$ cat src/rtl/uart_rx_deserializer.sv
// UART receive path: synchronizes the serial line, triple-samples each bit at
// mid-period and presents the received word with valid/parity/stop pulses.
`timescale 1ns/1ps
module uart_rx_deserializer #(
    parameter int DATAWIDTH = 8,
    parameter int PRESCALE  = 8
) (
    input  logic                 clk,
    input  logic                 rst,
    input  logic                 rxIn,
    input  logic                 parEn,
    input  logic                 parType,
    output logic [DATAWIDTH-1:0] dataOut,
    output logic                 dataValid,
    output logic                 parErr,
    output logic                 stopErr
);

    localparam int EW = (PRESCALE > 2) ? $clog2(PRESCALE) : 1;
    localparam int BW = (DATAWIDTH > 1) ? $clog2(DATAWIDTH) : 1;
    localparam logic [EW-1:0] SAMP0  = EW'(PRESCALE / 2 - 1);
    localparam logic [EW-1:0] SAMP1  = EW'(PRESCALE / 2);
    localparam logic [EW-1:0] DECIDE = EW'(PRESCALE / 2 + 1);
    localparam logic [EW-1:0] LAST   = EW'(PRESCALE - 1);
    localparam logic [BW-1:0] LAST_BIT = BW'(DATAWIDTH - 1);

    typedef enum logic [2:0] {IDLE, START, DATA, PARITY, STOP} state_t;

    state_t                 state_reg;
    logic                   sync_reg;
    logic                   rx_s;
    logic                   rx_p;
    logic [EW-1:0]          edge_cnt_reg;
    logic [BW-1:0]          bit_cnt_reg;
    logic [DATAWIDTH-1:0]   shift_reg;
    logic [1:0]             samp_reg;
    logic                   par_en_reg;
    logic                   par_type_reg;
    logic                   par_mis_reg;
    logic [DATAWIDTH-1:0]   data_out_reg;
    logic                   data_valid_reg;
    logic                   par_err_reg;
    logic                   stop_err_reg;

    logic maj;
    logic decide;
    logic bit_end;

    // Two early samples are held; the third is the live rx_s on the decision cycle.
    assign maj     = (samp_reg[0] & samp_reg[1]) | (samp_reg[0] & rx_s) | (samp_reg[1] & rx_s);
    assign decide  = (edge_cnt_reg == DECIDE);
    assign bit_end = (edge_cnt_reg == LAST);

    always_ff @(posedge clk or posedge rst) begin
        if (rst) begin
            state_reg      <= IDLE;
            sync_reg       <= 1'b1;
            rx_s           <= 1'b1;
            rx_p           <= 1'b1;
            edge_cnt_reg   <= '0;
            bit_cnt_reg    <= '0;
            shift_reg      <= '0;
            samp_reg       <= '0;
            par_en_reg     <= 1'b0;
            par_type_reg   <= 1'b0;
            par_mis_reg    <= 1'b0;
            data_out_reg   <= '0;
            data_valid_reg <= 1'b0;
            par_err_reg    <= 1'b0;
            stop_err_reg   <= 1'b0;
        end else begin
            sync_reg       <= rxIn;
            rx_s           <= sync_reg;
            rx_p           <= rx_s;
            data_valid_reg <= 1'b0;
            par_err_reg    <= 1'b0;
            stop_err_reg   <= 1'b0;

            if (state_reg != IDLE) begin
                edge_cnt_reg <= bit_end ? '0 : edge_cnt_reg + 1'b1;
                if (edge_cnt_reg == SAMP0) samp_reg[0] <= rx_s;
                if (edge_cnt_reg == SAMP1) samp_reg[1] <= rx_s;
            end

            case (state_reg)
                IDLE: begin
                    // Needs a high-to-low transition, so a held-low line never re-arms.
                    if (rx_p && !rx_s) begin
                        state_reg    <= START;
                        edge_cnt_reg <= '0;
                        bit_cnt_reg  <= '0;
                        par_en_reg   <= parEn;
                        par_type_reg <= parType;
                        par_mis_reg  <= 1'b0;
                    end
                end
                START: begin
                    if (decide && maj) begin
                        state_reg    <= IDLE;
                        edge_cnt_reg <= '0;
                    end else if (bit_end) begin
                        state_reg <= DATA;
                    end
                end
                DATA: begin
                    if (decide) shift_reg <= {maj, shift_reg[DATAWIDTH-1:1]};
                    if (bit_end) begin
                        if (bit_cnt_reg == LAST_BIT) begin
                            bit_cnt_reg <= '0;
                            state_reg   <= par_en_reg ? PARITY : STOP;
                        end else begin
                            bit_cnt_reg <= bit_cnt_reg + 1'b1;
                        end
                    end
                end
                PARITY: begin
                    if (decide) par_mis_reg <= maj ^ (^shift_reg) ^ par_type_reg;
                    if (bit_end) state_reg <= STOP;
                end
                STOP: begin
                    // Leave mid-stop-bit so a back-to-back start edge is not missed.
                    if (decide) begin
                        state_reg    <= IDLE;
                        edge_cnt_reg <= '0;
                        if (!maj) begin
                            stop_err_reg <= 1'b1;
                        end else if (par_mis_reg) begin
                            par_err_reg <= 1'b1;
                        end else begin
                            data_out_reg   <= shift_reg;
                            data_valid_reg <= 1'b1;
                        end
                    end
                end
                default: state_reg <= IDLE;
            endcase
        end
    end

    assign dataOut   = data_out_reg;
    assign dataValid = data_valid_reg;
    assign parErr    = par_err_reg;
    assign stopErr   = stop_err_reg;

endmodule

$ cat config.mk
export PLATFORM = sky130hd
export DESIGN_NAME = uart_rx_deserializer
export DESIGN_NICKNAME = d
export VERILOG_FILES = /design/src/rtl/uart_rx_deserializer.sv
export SDC_FILE = /design/constraint.sdc
export NUM_CORES = 1
export LEC_CHECK = 0
export BUFFER_PORTS_ARGS = -buffer_cell sky130_fd_sc_hd__buf_2
export CAP_MARGIN = 20
export CORE_ASPECT_RATIO = 0.75
export CORE_MARGIN = 4
export CORE_UTILIZATION = 45
export CTS_CLUSTER_DIAMETER = 120
export DETAILED_ROUTE_END_ITERATION = 10
export PLACE_DENSITY_LB_ADDON = 0.12
export SLEW_MARGIN = 20
export SYNTH_ARGS = -nofsm -noshare
export SYNTH_HDL_FRONTEND = slang
export SYNTH_SLANG_ARGS = --single-unit
$ cat constraint.sdc
create_clock -name clk -period 2.1 [get_ports clk]
set_input_delay 0.21 -clock clk [delete_from_list [all_inputs] [get_ports clk]]
set_output_delay 0.21 -clock clk [all_outputs]
set_load 0.005 [all_outputs]
==> results.yml <==
clock_tree:
  insertion_delay_ps: 280
  worst_setup_hold_path_clk_slew_ps: 70
  post-cts-setup-buffers: 0
  clock_tree.htree_level_count: 2
  clock_tree_from_tritoncts: "done"
  root_buffer_selected_by_cts: "sky130_fd_sc_hd__clkbuf_8"
  clock_path_buffers: 2
  cts-buffers-inserted: 5
  cts_sinks: 36
  post_cts_resized: 0
  cts_hold_buffers: 0
global_route:
  grt_pass1_wl_um: 4950
  largest_net_degree_at_the_start_of_global_routing: 37
  gr-total-overflow: 0
  grt_antenna_before_repair: 0
  tot_gr_track_use_pct: 13.9
  first_global_vias: 1050
sta:
  setup_tns_ps: 0
  finalCritPeriodShare_pct: 94.2
  drv_slew: 0
  slew-limit-headroom_pct: 64.4
  grt_setup_unrepaired: "no"
  highest_clock_rate_ghz: 0.506
  setup_viol: 0
  finalWorstPathRequiredPeriod_ps: 1980
  skew_ps: 5.59
  final-hold-violation-count: 0
  max_slew.worst_pin.slew_ps: 534
synth:
  synth.top_cells.by_area: "sky130_fd_sc_hd__dfrtp_1 (48%), sky130_fd_sc_hd__mux2_4 (7.0%), sky130_fd_sc_hd__mux2_2 (6.6%), sky130_fd_sc_hd__ha_1 (5.1%), sky130_fd_sc_hd__dfstp_2 (4.6%)"
  summed_instance_area_of_the_synthesized_netlist_um2: 1700
  ys_seq_area_share_pct: 53.1
  post_synth_most_frequent_cells: "sky130_fd_sc_hd__dfrtp_1 (33), sky130_fd_sc_hd__inv_1 (13), sky130_fd_sc_hd__mux2_2 (10)"
  synth.largest_area_cell: "sky130_fd_sc_hd__dfrtp_1"
  synthFlopType: "sky130_fd_sc_hd__dfrtp_1"
  synthMostInstantiatedCell: "sky130_fd_sc_hd__dfrtp_1"
  synth_enable_flop_cells: 0
  yosys_warnings: 0
  synth_top_area_share_pct: 48.5
  netlist_instances: 141
  netlist-cell-type-count: 33
  yosys_register_bits: 36
  synthesis.area_per_instance_um2: 12.1
  synthArstFlopShare_pct: 100
  synth_fp_nets: 153
detailed_routing:
  drt-wirelength-per-cell_um: 13.1
  drt_iter0_drc: 62
  detail_route.wirelength_um: 2860
  final_antenna_net_count: 0
  drt_pass1_iterations: 4
  post-route-drc-count: 0
  dr_total_vias: 1075
  vias_per_cell: 4.93
run:
  timing.max_cap.violations: 0
hold_path:
  hold_path.class: "in2async"
power_and_ir_drop:
  ir_drop_uv: 522
  leakage_power_nw: 1.00
  power-per-cell-area_nw_per_um2: 1090
worst_setup_path:
  cp_slowest_cell: "sky130_fd_sc_hd__or3_1"
  cp_data_arrival_time_ps: 2150
  start_kind: "flop"
  path_max_fanout: 9
  critical-path-top-delay-family: "simple AND/OR/NAND/NOR gates"
  worst-endpoint-required_ps: 2270
  critical_path.cell_chain: "maj3_2 -> nand2_2 -> or3_1 -> mux2_4"
  critPathCaptureType: "flop"
  slowest_delay_ps: 590
  kind_of_critical_path: "reg2reg"
  critical_path_buf_inv_count: 0
cells_and_area:
  post_layout_nonfiller_instances: 218
  synthToLayoutAreaGrowth_pct: 15.4
  layout.cell_area.non_filler_um2: 1970
  count_of_antenna_diodes_in_the_layout: 0
  drive_gt1_share_pct: 32.5
  design.final.nets: 177
floorplanning:
  boundaryPins: 16
  die_x_um: 79.1
  start_util_pct: 46.5
  placeableCoreArea_um2: 3660
  rows: 19
  chipHeight_um: 61.3
  full_die_area_um2: 4850
place:
  dp_hpwl_um: 2110
  dp_cells: 210
  final_estimated_routing_congestion_in_global_placement: 0.837
  postPlaceCellArea_um2: 1860
  port_buffers: 15
run_status:
  status: "finished clean"
-- worst min-delay path, cell delays in order --
cell                    delay, ps
sky130_fd_sc_hd__buf_2         90
sky130_fd_sc_hd__inv_1         40
sky130_fd_sc_hd__buf_4        380
-- power by group --
| group | switching (mW) | internal [mW] | leakage [nW] | total (mW) |
|---|---|---|---|---|
| Combinational | 0.332 | 0.292 | 0.469 | 0.624 |
| Clock | 0.235 | 0.352 | 0.0552 | 0.587 |
| Sequential | 0.121 | 0.809 | 0.478 | 0.930 |
-- final cells by class --
class                      instances  area, um^2
clock inverter                     2        35.0
tap                               52        65.1
timing repair buffer              21         120
fill                             329        1690
sequential                        36         905
multi-input combinational         88         721
clock buffer                       6        72.6
inverter                          13        48.8
-- metal layers --
layer	routed length, um	track usage, %	vias up
met4	27	5.15	0
met2	1200	20.1	27
met3	149	5.99	4
met5	0	0	-
li1	-	-	532
met1	1480	18.8	512
-- cell usage in the layout, fill, tap and decap left out, drive strengths merged, types with 2 or more instances in the layout --
cell,netlist,routed
a21oi,5,5
a31oi,3,3
buf,2,21
clkbuf,2,6
dfrtp,33,33
dfstp,3,3
ha,7,7
inv,13,13
mux2,18,18
nand2,10,10
nand3,7,7
nor2,2,2
nor3,4,4
o21ai,7,7
o31ai,2,2
or3,3,3
or3b,2,2
xnor2,6,6
-- through the flow --
stage	setup WS (ps)	util [%]	total power, mW	hold slack [ps]
finish	122	53.7	2.14	9.77
global route	45.8	53.7	2.30	2.69
CTS	107	53.7	2.17	16.2
detailed placement	125	50.8	1.57	318
global placement	162	50.8	1.55	316
floorplan	311	-	1.41	214
-- path summary, 6_finish.rpt --
kind	from	slack, ps	depth (start not counted)	end
worst max-delay path	rx_s$_DFF_PP1_	120	4	dataOut[3]$_DFFE_PP0P_
worst min-delay path	rst	10	3	shift_reg[6]$_DFFE_PP0P_
worst min register to register	sync_reg$_DFF_PP1_	360	0	rx_s$_DFF_PP1_
min in group clk	rxIn	20	1	sync_reg$_DFF_PP1_
worst max register to register	rx_s$_DFF_PP1_	120	4	dataOut[3]$_DFFE_PP0P_
max in group asynchronous	rst	1750	3	rx_s$_DFF_PP1_
-- logic make-up (layout without fill, tap and decap cells) --
kind of cell	count (synthesis)	in the layout	share of synthesized area (%)
flip-flops	36	36	53.1
AND/OR/NAND/NOR	32	32	9.99
AO/OA/AOI/OAI	21	21	7.34
multiplexers	19	19	14.2
buffers and inverters	17	42	4.63
adder cells (fa/ha/maj)	8	8	5.80
XOR/XNOR	8	8	4.92
Note: power is estimated with default switching activity, not from simulation.
